==> src/rtl/rv32_pipe_pkg.sv <==
// Shared opcode constants, forwarding-select encoding and the per-stage shadow slot
// used by the RV32I hazard/forwarding controller.
package rv32_pipe_pkg;

  localparam logic [6:0] LOAD   = 7'b0000011;
  localparam logic [6:0] STORE  = 7'b0100011;
  localparam logic [6:0] OP     = 7'b0110011;
  localparam logic [6:0] OP_IMM = 7'b0010011;
  localparam logic [6:0] BRANCH = 7'b1100011;
  localparam logic [6:0] JAL    = 7'b1101111;
  localparam logic [6:0] JALR   = 7'b1100111;
  localparam logic [6:0] LUI    = 7'b0110111;
  localparam logic [6:0] AUIPC  = 7'b0010111;

  localparam int REG_AW = 5;

  typedef enum logic [1:0] {
    FWD_RF  = 2'b00,
    FWD_MEM = 2'b01,
    FWD_WB  = 2'b10
  } fwd_sel_e;

  typedef struct packed {
    logic              valid;
    logic [REG_AW-1:0] rd;
    logic [REG_AW-1:0] rs1;
    logic [REG_AW-1:0] rs2;
    logic              regwrite;
    logic              is_load;
    logic              uses_rs1;
    logic              uses_rs2;
  } slot_t;

endpackage

==> src/rtl/rv_instr_class.sv <==
// Combinational classifier: turns an RV32I instruction word into the register-usage
// shadow carried alongside it through the pipeline.
module rv_instr_class
  import rv32_pipe_pkg::*;
#(
  parameter int INSTR_W = 32
) (
  input  logic [INSTR_W-1:0] instr,
  input  logic               valid,
  output slot_t              slot
);

  logic unused_bits;
  assign unused_bits = ^{instr[INSTR_W-1:25], instr[14:12]};

  always_comb begin
    slot          = '0;
    slot.valid    = valid;
    slot.rd       = instr[11:7];
    slot.rs1      = instr[19:15];
    slot.rs2      = instr[24:20];
    // Unknown opcodes fall through with every usage flag clear.
    case (instr[6:0])
      LOAD:   begin slot.regwrite = 1'b1; slot.uses_rs1 = 1'b1; slot.is_load = 1'b1; end
      STORE:  begin slot.uses_rs1 = 1'b1; slot.uses_rs2 = 1'b1; end
      OP:     begin slot.regwrite = 1'b1; slot.uses_rs1 = 1'b1; slot.uses_rs2 = 1'b1; end
      OP_IMM: begin slot.regwrite = 1'b1; slot.uses_rs1 = 1'b1; end
      BRANCH: begin slot.uses_rs1 = 1'b1; slot.uses_rs2 = 1'b1; end
      JAL:    slot.regwrite = 1'b1;
      JALR:   begin slot.regwrite = 1'b1; slot.uses_rs1 = 1'b1; end
      LUI:    slot.regwrite = 1'b1;
      AUIPC:  slot.regwrite = 1'b1;
      default: ;
    endcase
  end

endmodule

==> src/rtl/hazard_fwd_unit.sv <==
// Hazard and forwarding controller for the 5-stage RV32I core: shadows rd/rs per stage,
// raises load-use stalls, flush bubbles, operand forwarding selects and the WB write port.
module hazard_fwd_unit
  import rv32_pipe_pkg::*;
#(
  parameter int INSTR_W = 32,
  parameter int RADDR_W = 5,
  parameter int PERF_W  = 16
) (
  input  logic               clk,
  input  logic               rst,
  input  logic [INSTR_W-1:0] id_instr,
  input  logic               id_valid,
  input  logic               ex_flush,
  input  logic               mem_stall,
  output logic               stall_if,
  output logic               stall_id,
  output logic               bubble_ex,
  output logic [1:0]         fwd_a_sel,
  output logic [1:0]         fwd_b_sel,
  output logic               wb_we,
  output logic [RADDR_W-1:0] wb_rd,
  output logic [PERF_W-1:0]  stall_count
);

  slot_t id_p0, ex_p1, mem_p2, wb_p3;
  logic  load_use;

  function automatic logic [PERF_W-1:0] sat_inc(input logic [PERF_W-1:0] v);
    return (&v) ? v : v + 1'b1;
  endfunction

  function automatic logic writes_reg(input slot_t s, input logic [REG_AW-1:0] rs);
    return s.valid && s.regwrite && (s.rd != '0) && (s.rd == rs);
  endfunction

  function automatic fwd_sel_e fwd_pick(input logic used, input logic [REG_AW-1:0] rs,
                                        input slot_t mem, input slot_t wb);
    if (!used)                 return FWD_RF;
    else if (writes_reg(mem, rs)) return FWD_MEM;
    else if (writes_reg(wb, rs))  return FWD_WB;
    else                       return FWD_RF;
  endfunction

  rv_instr_class #(.INSTR_W(INSTR_W)) u_cls (
    .instr (id_instr),
    .valid (id_valid),
    .slot  (id_p0)
  );

  // ID stage: hazard against the load sitting in EX
  assign load_use = ex_p1.valid && ex_p1.is_load && (ex_p1.rd != '0) &&
                    ((id_p0.uses_rs1 && (id_p0.rs1 == ex_p1.rd)) ||
                     (id_p0.uses_rs2 && (id_p0.rs2 == ex_p1.rd)));

  // A pending memory freeze overrides both flush and load-use for this cycle.
  assign stall_if  = mem_stall || (load_use && !ex_flush);
  assign stall_id  = stall_if;
  assign bubble_ex = !mem_stall && (ex_flush || load_use);

  // EX stage: operand forwarding from MEM/WB shadows
  assign fwd_a_sel = fwd_pick(ex_p1.valid && ex_p1.uses_rs1, ex_p1.rs1, mem_p2, wb_p3);
  assign fwd_b_sel = fwd_pick(ex_p1.valid && ex_p1.uses_rs2, ex_p1.rs2, mem_p2, wb_p3);

  // WB stage: register file write port
  assign wb_we = wb_p3.valid && wb_p3.regwrite && (wb_p3.rd != '0);
  assign wb_rd = wb_we ? RADDR_W'(wb_p3.rd) : '0;

  logic unused_fields;
  assign unused_fields = ^{ex_p1.regwrite,
                           mem_p2.rs1, mem_p2.rs2, mem_p2.is_load, mem_p2.uses_rs1, mem_p2.uses_rs2,
                           wb_p3.rs1, wb_p3.rs2, wb_p3.is_load, wb_p3.uses_rs1, wb_p3.uses_rs2};

  always_ff @(posedge clk) begin
    if (rst) begin
      ex_p1.valid  <= 1'b0;
      mem_p2.valid <= 1'b0;
      wb_p3.valid  <= 1'b0;
      stall_count  <= '0;
    end else if (!mem_stall) begin
      wb_p3  <= mem_p2;
      mem_p2 <= ex_p1;
      if (ex_flush || load_use) ex_p1.valid <= 1'b0;
      else                      ex_p1       <= id_p0;
      if (load_use && !ex_flush) stall_count <= sat_inc(stall_count);
    end
  end

endmodule
==> config.mk <==
export PLATFORM = sky130hd
export DESIGN_NAME = hazard_fwd_unit
export DESIGN_NICKNAME = d
export VERILOG_FILES = /design/src/rtl/rv32_pipe_pkg.sv /design/src/rtl/rv_instr_class.sv /design/src/rtl/hazard_fwd_unit.sv
export SDC_FILE = /design/constraint.sdc
export NUM_CORES = 1
export LEC_CHECK = 0
export ABC_AREA = 1
export CAP_MARGIN = 20
export CORE_UTILIZATION = 50
export DETAILED_ROUTE_END_ITERATION = 6
export GPL_TIMING_DRIVEN = 0
export PLACE_DENSITY = 0.88
export SYNTH_ARGS = -nofsm -noshare
export SYNTH_HDL_FRONTEND = slang
export SYNTH_HIERARCHICAL = 1
export SYNTH_SLANG_ARGS = --single-unit
export TNS_END_PERCENT = 20
==> constraint.sdc <==
create_clock -name clk -period 3 [get_ports clk]
set_input_delay 0.3 -clock clk [delete_from_list [all_inputs] [get_ports clk]]
set_output_delay 0.3 -clock clk [all_outputs]
set_load 0.01 [all_outputs]
==> results of run 1 <==
[cells by family after synthesis]
kind of cell             synth area share [%]
buffers and inverters                   11.34
adder cells (fa/ha/maj)                0.4395
flip-flops                              46.07
XOR/XNOR                                4.307
AO/OA/AOI/OAI                           3.956
AND/OR/NAND/NOR                         33.89
[path summary, 6_finish.rpt]
check / end / depth (start not counted)
min: ex_p1[17]$_DFFE_PP_ / 1
min reg2reg: mem_p2[3]$_DFFE_PP_ / 0
max reg2reg: ex_p1[13]$_DFFE_PP_ / 10
max: ex_p1[13]$_DFFE_PP_ / 14
[per-layer routing]
metal,track usage [%],part of all wire [%],up-vias,routed length [um]
li1,-,-,1274,-
met1,25.36,43,1072,2509
met2,36.28,50,90,2917
met3,3.765,5.9,13,345
met4,10.57,2.0,0,119
met5,0,0,-,0
[cells in the final DEF (no fill, tap or decap), types with 2 or more instances in the layout]
master                              n
sky130_fd_sc_hd__xnor2_1           10
sky130_fd_sc_hd__nor2_2            10
sky130_fd_sc_hd__dfxtp_1           19
sky130_fd_sc_hd__edfxtp_1          31
sky130_fd_sc_hd__inv_2              5
sky130_fd_sc_hd__bufinv_16          2
sky130_fd_sc_hd__nor3_1             7
sky130_fd_sc_hd__nand2_2            2
sky130_fd_sc_hd__nor2_4             4
sky130_fd_sc_hd__nand2_1          102
sky130_fd_sc_hd__dlygate4sd2_1      2
sky130_fd_sc_hd__o21ai_0            6
sky130_fd_sc_hd__dlymetal6s2s_1     4
sky130_fd_sc_hd__inv_1             39
sky130_fd_sc_hd__xor2_1             4
sky130_fd_sc_hd__nor2_1            72
sky130_fd_sc_hd__or2_2              2
sky130_fd_sc_hd__clkdlybuf4s50_1   33
sky130_fd_sc_hd__a21oi_1           11
sky130_fd_sc_hd__clkbuf_8           5
sky130_fd_sc_hd__nand4_1            8
sky130_fd_sc_hd__buf_4             18
sky130_fd_sc_hd__nand3_1           18
[registers in the layout (all words and copies together) (netlist names)]
register / count
wb_p3: 7
stall_count: 16
mem_p2: 7
ex_p1: 20
[what timing repair did]
action / CTS / global route
pin swaps: 2 / 1
cloned: 0 / 0
gates resized for setup: 7 / 7
endpoints found under the setup margin: 2 / 22
buffers inserted: 1 / 0
[final cells by class]
type                       instances  area (sq um)
inverter                          45         168.9
clock buffer                       5         68.82
sequential                        50          1311
clock inverter                     3         68.82
tap                               72         90.09
buffer                            20         162.7
timing repair buffer              40         405.4
fill                             437          1998
multi-input combinational        263          1232
[power breakdown]
group / switching (mW) / internal [mW]
Combinational: 0.0711 / 0.0600
Sequential: 0.0171 / 0.749
Clock: 0.224 / 0.334
Total: 0.312 / 1.14
[through the flow]
step                TNS, ps  setup slack (ps)  hold WS [ps]  power [mW]  utilization, %
finish                    0             405.9         167.1       1.455           63.71
global route              0             214.0         157.4       1.504           63.71
CTS                       0             2.808         164.4       1.461           63.39
detailed placement   -988.7            -59.20         409.9      0.9111           60.46
global placement      -6862            -361.5         407.7      0.9054           60.42
floorplan                 0             559.0         369.1      0.8624               -
==> results.txt, run 1 <==
The wire length of the first global-routing pass came out at 9991 um. The share of the cycle needed by the critical path after routing is 86.47%. The initial antenna violation count is 0.

The share of the Yosys chip area taken by registers is 46.07%. The ratio of routed vias to standard cells came out at 4.918. The synthesized flop and latch total is 50.

The time the worst path needs with I/O delays and setup came out at 2594 ps. The root buffer cell chosen for the clock tree is sky130_fd_sc_hd__clkbuf_8. In this run the vertical extent of the chip is 77.45 um. The count of antenna-violating nets left after detailed routing came out at 0. Among all flip-flop cells after synthesis, the most frequent one is sky130_fd_sc_hd__edfxtp_1. The kind of capture point of the worst setup path is a flop. The number of standard cells in the layout, taps in and fillers out came out at 498. The area added between synthesis and finish came out at 23.25%. The x dimension of the die is 77.45 um. The global-route usage over all layers came out at 21.14%. The area of the die is 5999 sq um. The final routed DRC violation total came out at 0.

After clock tree synthesis, the clock-pin slew on the worst setup and hold paths is 90 ps. The mean area per synthesized cell is 7.530 sq um. The kind of cell adding the most delay to the critical path is simple AND/OR/NAND/NOR gates.

By area the synthesized netlist is led by sky130_fd_sc_hd__edfxtp_1, sky130_fd_sc_hd__nand2_1, sky130_fd_sc_hd__dfxtp_1, sky130_fd_sc_hd__nor2_1, sky130_fd_sc_hd__inv_1. The final clock skew is 4.172 ps. The area share of the leading cell type in the synthesized netlist came out at 32.70%. For this run, the slowest stage of the critical path takes 510 ps. The combined area of all synthesized cells is 2846 sq um.

In this run the worst path has a maximum fanout of 19. The number of enable flip-flop cells after synthesis is 31. In this run the worst hold path is classified as input port to flop. The static power due to leakage came out at 1.454 nW. The slack of the worst reg-to-reg path is 730 ps. The placed instance area is 3329 sq um. The I/O pin count came out at 66. The worst-case vdd ir drop came out at 324.7 uV. In this run the deepest clock path goes through 2 buffers. The routed design has 5891 um of wire. Clock tree synthesis inserted a total of 5 buffers. In this run, distinct cell masters in the synthesized netlist total 28. The startpoint identified for the worst register-to-register timing path is ex_p1[17]$_DFFE_PP_. The TritonCTS sink count is 50. At the pin with the least slew margin, the transition time is 920.6 ps.

The repair_antennas step left the layout with diodes totalling 0. Port buffering added 39 buffers. The number of pins exceeding their max-slew limit in the final report came out at 0. After routing the design area is 3508 sq um. The power per cell area came out at 414.8 nW/um^2. Max-cap violations in this run came to 0. The number of design-rule violations left by the first detailed-router iteration came out at 125. The slowest stage of the critical path belongs to the cell sky130_fd_sc_hd__clkdlybuf4s50_1.

The number of setup violations in the final report is 0. The placed cell count came out at 489. The synthesized netlist net count is 416. The pin count of the biggest net entering global routing came out at 20. The effective utilization at floorplan came out at 51.69%. Counting every instance in the synthesized netlist gives 378.

The clock insertion delay at the later pin of the skew report came out at 300 ps. The maximum level of the CTS H-tree is 2. In the final layout, the share of cells above drive strength 1 is 12.21%. The proportion of synthesized flip-flops having asynchronous set or reset came out at 0%. The most critical setup path has its startpoint at id_instr[4].

The post-layout net count came out at 463. The count of synthesis-stage warnings from yosys came out at 6. Walking the worst path, the cells encountered are clkdlybuf4s50_1 -> inv_2 -> nand2_1 -> nor2_2 -> nor2_1 -> nand2_1 -> nand2_1 -> nor2_2 -> nand3_1 -> nand2_2 -> buf_4 -> a21oi_1 -> nand2_1 -> nor2_4. Setup repair after global routing left no endpoint under its margin. The flow ran to the end, and the final reports show no timing, DRC or antenna violations. The total global routing overflow came out at 0. The placeable core region came out at 5507 sq um. The routed layout has 2,449 vias. STA puts the critical path data required time at 2950 ps. The relative slew slack is 38.40%. The via count of the first global-routing pass came out at 2,343. The worst hold path begins at id_instr[10]. Summed over all instances, the cell type with the most area after synthesis is sky130_fd_sc_hd__edfxtp_1. After detailed routing, the average wire length per cell comes to 11.83 um. The number of buffers inserted for hold repair after clock tree synthesis is 0. Ranked by instance count, the synthesized netlist is headed by sky130_fd_sc_hd__nand2_1, sky130_fd_sc_hd__nor2_1, sky130_fd_sc_hd__inv_1. By startpoint and endpoint, the worst setup path is classified as input port to flop.

The cell that appears most often on the critical path is sky130_fd_sc_hd__nand2_1. The number of hold-slack violations in the final timing report came out at 0. The worst setup path is launched from an input port. Derived from the worst setup path, the maximum achievable clock frequency is 0.3855 GHz. Data on the critical path arrives at its endpoint at 2540 ps. The number of iterations in the first detailed-routing pass is 5.

The floorplan has 27 rows. The sum of net half-perimeters after detailed placement came out at 4502 um. TritonCTS built the clock tree. The library cell with the highest instance count after synthesis is sky130_fd_sc_hd__nand2_1. Routability-driven placement finished with a final weighted congestion of 0.8610. The worst path buffer plus inverter count is 3.
Note: power is estimated with default switching activity, not from simulation.
==> run 2, diff against run 1 <==
CORE_UTILIZATION = 45   (was 50)
PLACE_DENSITY = 0.78   (was 0.88)
clock period = 2.3 ns   (was 3 ns; I/O delays follow)
==> run 2 against run 1 <==
Effect of this change:
- first-iteration DRC count rose by 34%
- non-clock buffer count rose by 6
- die area up 11%
- count of clock-buffer cells in the layout did not move
- sequential share of layout area decreased by 0.36 points
- clock skew is 5.2 ps higher
- setup slack got worse by 310 ps
- combinational power rose by 34%
- register-to-register slack got worse by 380 ps
- clock power decreased by 5.0%
- power is 17% higher
==> results.txt, run 2 (synthesis results as in run 1) <==
The top cell types in the final layout, fill and taps aside, are sky130_fd_sc_hd__nand2_1, sky130_fd_sc_hd__nor2_1, sky130_fd_sc_hd__inv_1. The global-route usage over all layers came out at 19.42% (-1.7 points). The relative slew slack is 32.60% (-5.8 points).

The final clock skew came out at 9.370 ps (+5.198 ps). The placed instance area came out at 3333 sq um (+0.11%). The area of the die came out at 6648 sq um (+11%).

The number of iterations in the first detailed-routing pass came out at 5 (unchanged). The count of antenna-violating nets left after detailed routing came to 0 (unchanged). The vertical die dimension came out at 81.54 um (+5.3%). The number of hold-slack violations in the final timing report is 0 (unchanged).

The most flop-heavy register is ex_p1. In this run the clock root is driven by a sky130_fd_sc_hd__clkbuf_8. The worst setup path is launched from a flop. The critical path ends at fwd_b_sel[0]. The sum of net half-perimeters after detailed placement was 4432 um (-1.6%).

The number of setup violations in the final report came out at 0 (unchanged). The worst-case vdd ir drop is 297.0 uV (-8.5%). The initial antenna violation count was 0 (unchanged). The routed wirelength normalized by instance count is 12.06 um (+2.0%). The largest registers in the layout are ex_p1 x20, stall_count x16. The signal on the critical path passes through xnor2_1 -> nand4_1 -> nor4_2 -> clkdlybuf4s50_1. The cell with the largest stage delay on the worst path is sky130_fd_sc_hd__clkdlybuf4s50_1. The number of buffers inserted for hold repair after clock tree synthesis came out at 0 (unchanged).

The final total power is 1.705 mW (+17%). The clock insertion delay at the later pin of the skew report is 310 ps (about the same). The total inserted antenna cells is 0 (unchanged). The final instance area was 3542 sq um (+0.96%). The static power due to leakage came to 1.506 nW (+3.6%). The path depth of the worst reg2reg path came out at 11 (+1). The number of CTS-inserted buffers came out at 5 (unchanged). The worst register-to-register path begins at ex_p1[17]$_DFFE_PP_. The run finished with clean final reports. The maximum level of the CTS H-tree is 2 (unchanged).

The reported max-cap violation count was 0 (unchanged). The measured slew at the worst slew-check pin came out at 1007 ps (+86.69 ps). The TritonCTS sink count is 50 (unchanged).

The effective utilization at floorplan came out at 47.24% (-4.5 points). Tracing the worst setup path back leads to its startpoint at mem_p2[14]$_DFFE_PP_. The number of pins exceeding their max-slew limit in the final report was 0 (unchanged). The startpoint identified for the worst hold timing path is id_instr[10].

The via count of the routed design came out at 2,468 (+0.78%). The worst hold path belongs to the class input port to flop. The post-layout net count is 469 (+1.3%). The total global routing overflow came out at 0 (unchanged).

The placeable core region came out at 6026 sq um (+9.4%). The CTS tree is yes. The power per cell area came out at 481.3 nW/um^2 (+16%).

The total wire length is 6115 um (+3.8%). The slack of the worst reg-to-reg path is 350 ps (-380 ps). The I/O pin count came out at 66 (unchanged). The share of post-route cells with drive strength above 1 came to 15.97% (+3.8 points). The library cell used most frequently in the layout, excluding fill and tap cells, is sky130_fd_sc_hd__nand2_1. The largest fanout of any net on the critical path is 4 (-15). The ratio of routed vias to standard cells is 4.868 (-1.0%). The total number of cells along the worst setup path is 4 (-10). The worst path buffer plus inverter count came out at 1 (-2). The clock-pin slew reported for the worst setup and hold paths after clock tree synthesis was 100 ps (about the same). The final routed DRC violation total is 0 (unchanged). The critical path is of the flop to output pin type. The worst setup path is captured at an output pin.

The via count of the first global-routing pass came to 2,207 (-5.8%). The wire length of the first global-routing pass came out at 9763 um (-2.3%). The cell row count is 28 (+3.7%). The kind of cell adding the most delay to the critical path is buffers and inverters.

The data arrival time of the critical path came out at 1970 ps (-570 ps). The flip-flop count of the largest register after layout was 20 (unchanged). Subtracting the final worst setup slack from the clock period gives 2200 ps.

The required time of the critical path is 2070 ps (-880 ps). The count of buffers inserted at the top-level ports is 39 (unchanged). The buffer levels on the longest clock path came out at 2 (unchanged). The global placement routability congestion is 0.8367 (-2.8%). The pin count of the biggest net entering global routing is 20 (unchanged).

The share of the cycle needed by the critical path after routing is 95.64%. The largest incremental delay on the critical path came to 580 ps (+70 ps). The upper clock frequency limit came out at 0.4546 GHz.

The x dimension of the die is 81.54 um (+5.3%). Compared with the post-synthesis result, the final layout area differs by 24.44%. The worst register-to-register path ends at ex_p1[17]$_DFFE_PP_. The number of design-rule violations left by the first detailed-router iteration was 167 (+34%).
-- run 2: worst min-delay path by stage --
| stage | endpoint | slack [ps] | cells past startpoint |
|---|---|---|---|
| 2_1_floorplan | ex_p1[19]$_SDFFE_PP0N_ | 300 | 1 |
| 3_3_place_gp | ex_p1[14]$_DFFE_PP_ | 410 | 1 |
| 3_5_place_dp | ex_p1[17]$_DFFE_PP_ | 410 | 1 |
| 4_1_cts | ex_p1[17]$_DFFE_PP_ | 90 | 1 |
| 5_1_grt | ex_p1[17]$_DFFE_PP_ | 80 | 1 |
| 6_report | ex_p1[17]$_DFFE_PP_ | 100 | 1 |
-- run 2: report_power, final --
part	internal, mW	switching [mW]	leakage [nW]
sequential	0.977	0.0212	0.432
combinational	0.0797	0.0967	1.03
clock	0.220	0.310	0.0447
total	1.28	0.428	1.51
-- run 2: cell type report --
| cell class | instances | area (sq um) |
|---|---|---|
| inverter | 45 | 168.9 |
| multi-input combinational | 263 | 1267 |
| timing repair buffer | 47 | 464.2 |
| clock inverter | 3 | 25.02 |
| buffer | 19 | 142.6 |
| fill | 545 | 2484 |
| clock buffer | 5 | 68.82 |
| sequential | 50 | 1311 |
| tap | 75 | 93.84 |
-- run 2: what timing repair did --
action	CTS	global route
endpoints found under the setup margin	23	25
gates resized for setup	25	15
pin swaps	4	8
buffers inserted	3	5
-- run 2: metrics by stage --
stage / setup slack, ps / instances / util, % / TNS (ps) / hold WS [ps]
global placement: -593.1 / 492 / 55.32 / -12480 / 408.9
detailed placement: -648.4 / 492 / 55.32 / -13580 / 409.8
CTS: -79.99 / 503 / 57.75 / -79.99 / 88.04
finish: 100.2 / 507 / 58.78 / 0 / 96.77
floorplan: 226.8 / 378 / - / 0 / 299.1
global route: -64.70 / 507 / 58.78 / -64.70 / 80.66
-- run 2: per-layer routing --
layer | vias to the layer above | part of all wire [%] | track usage (%)
li1 | 1277 | - | -
met2 | 79 | 48 | 32.00
met5 | - | 0 | 0
met4 | 0 | 2.0 | 7.143
met3 | 13 | 5.0 | 3.333
met1 | 1099 | 45 | 25.42
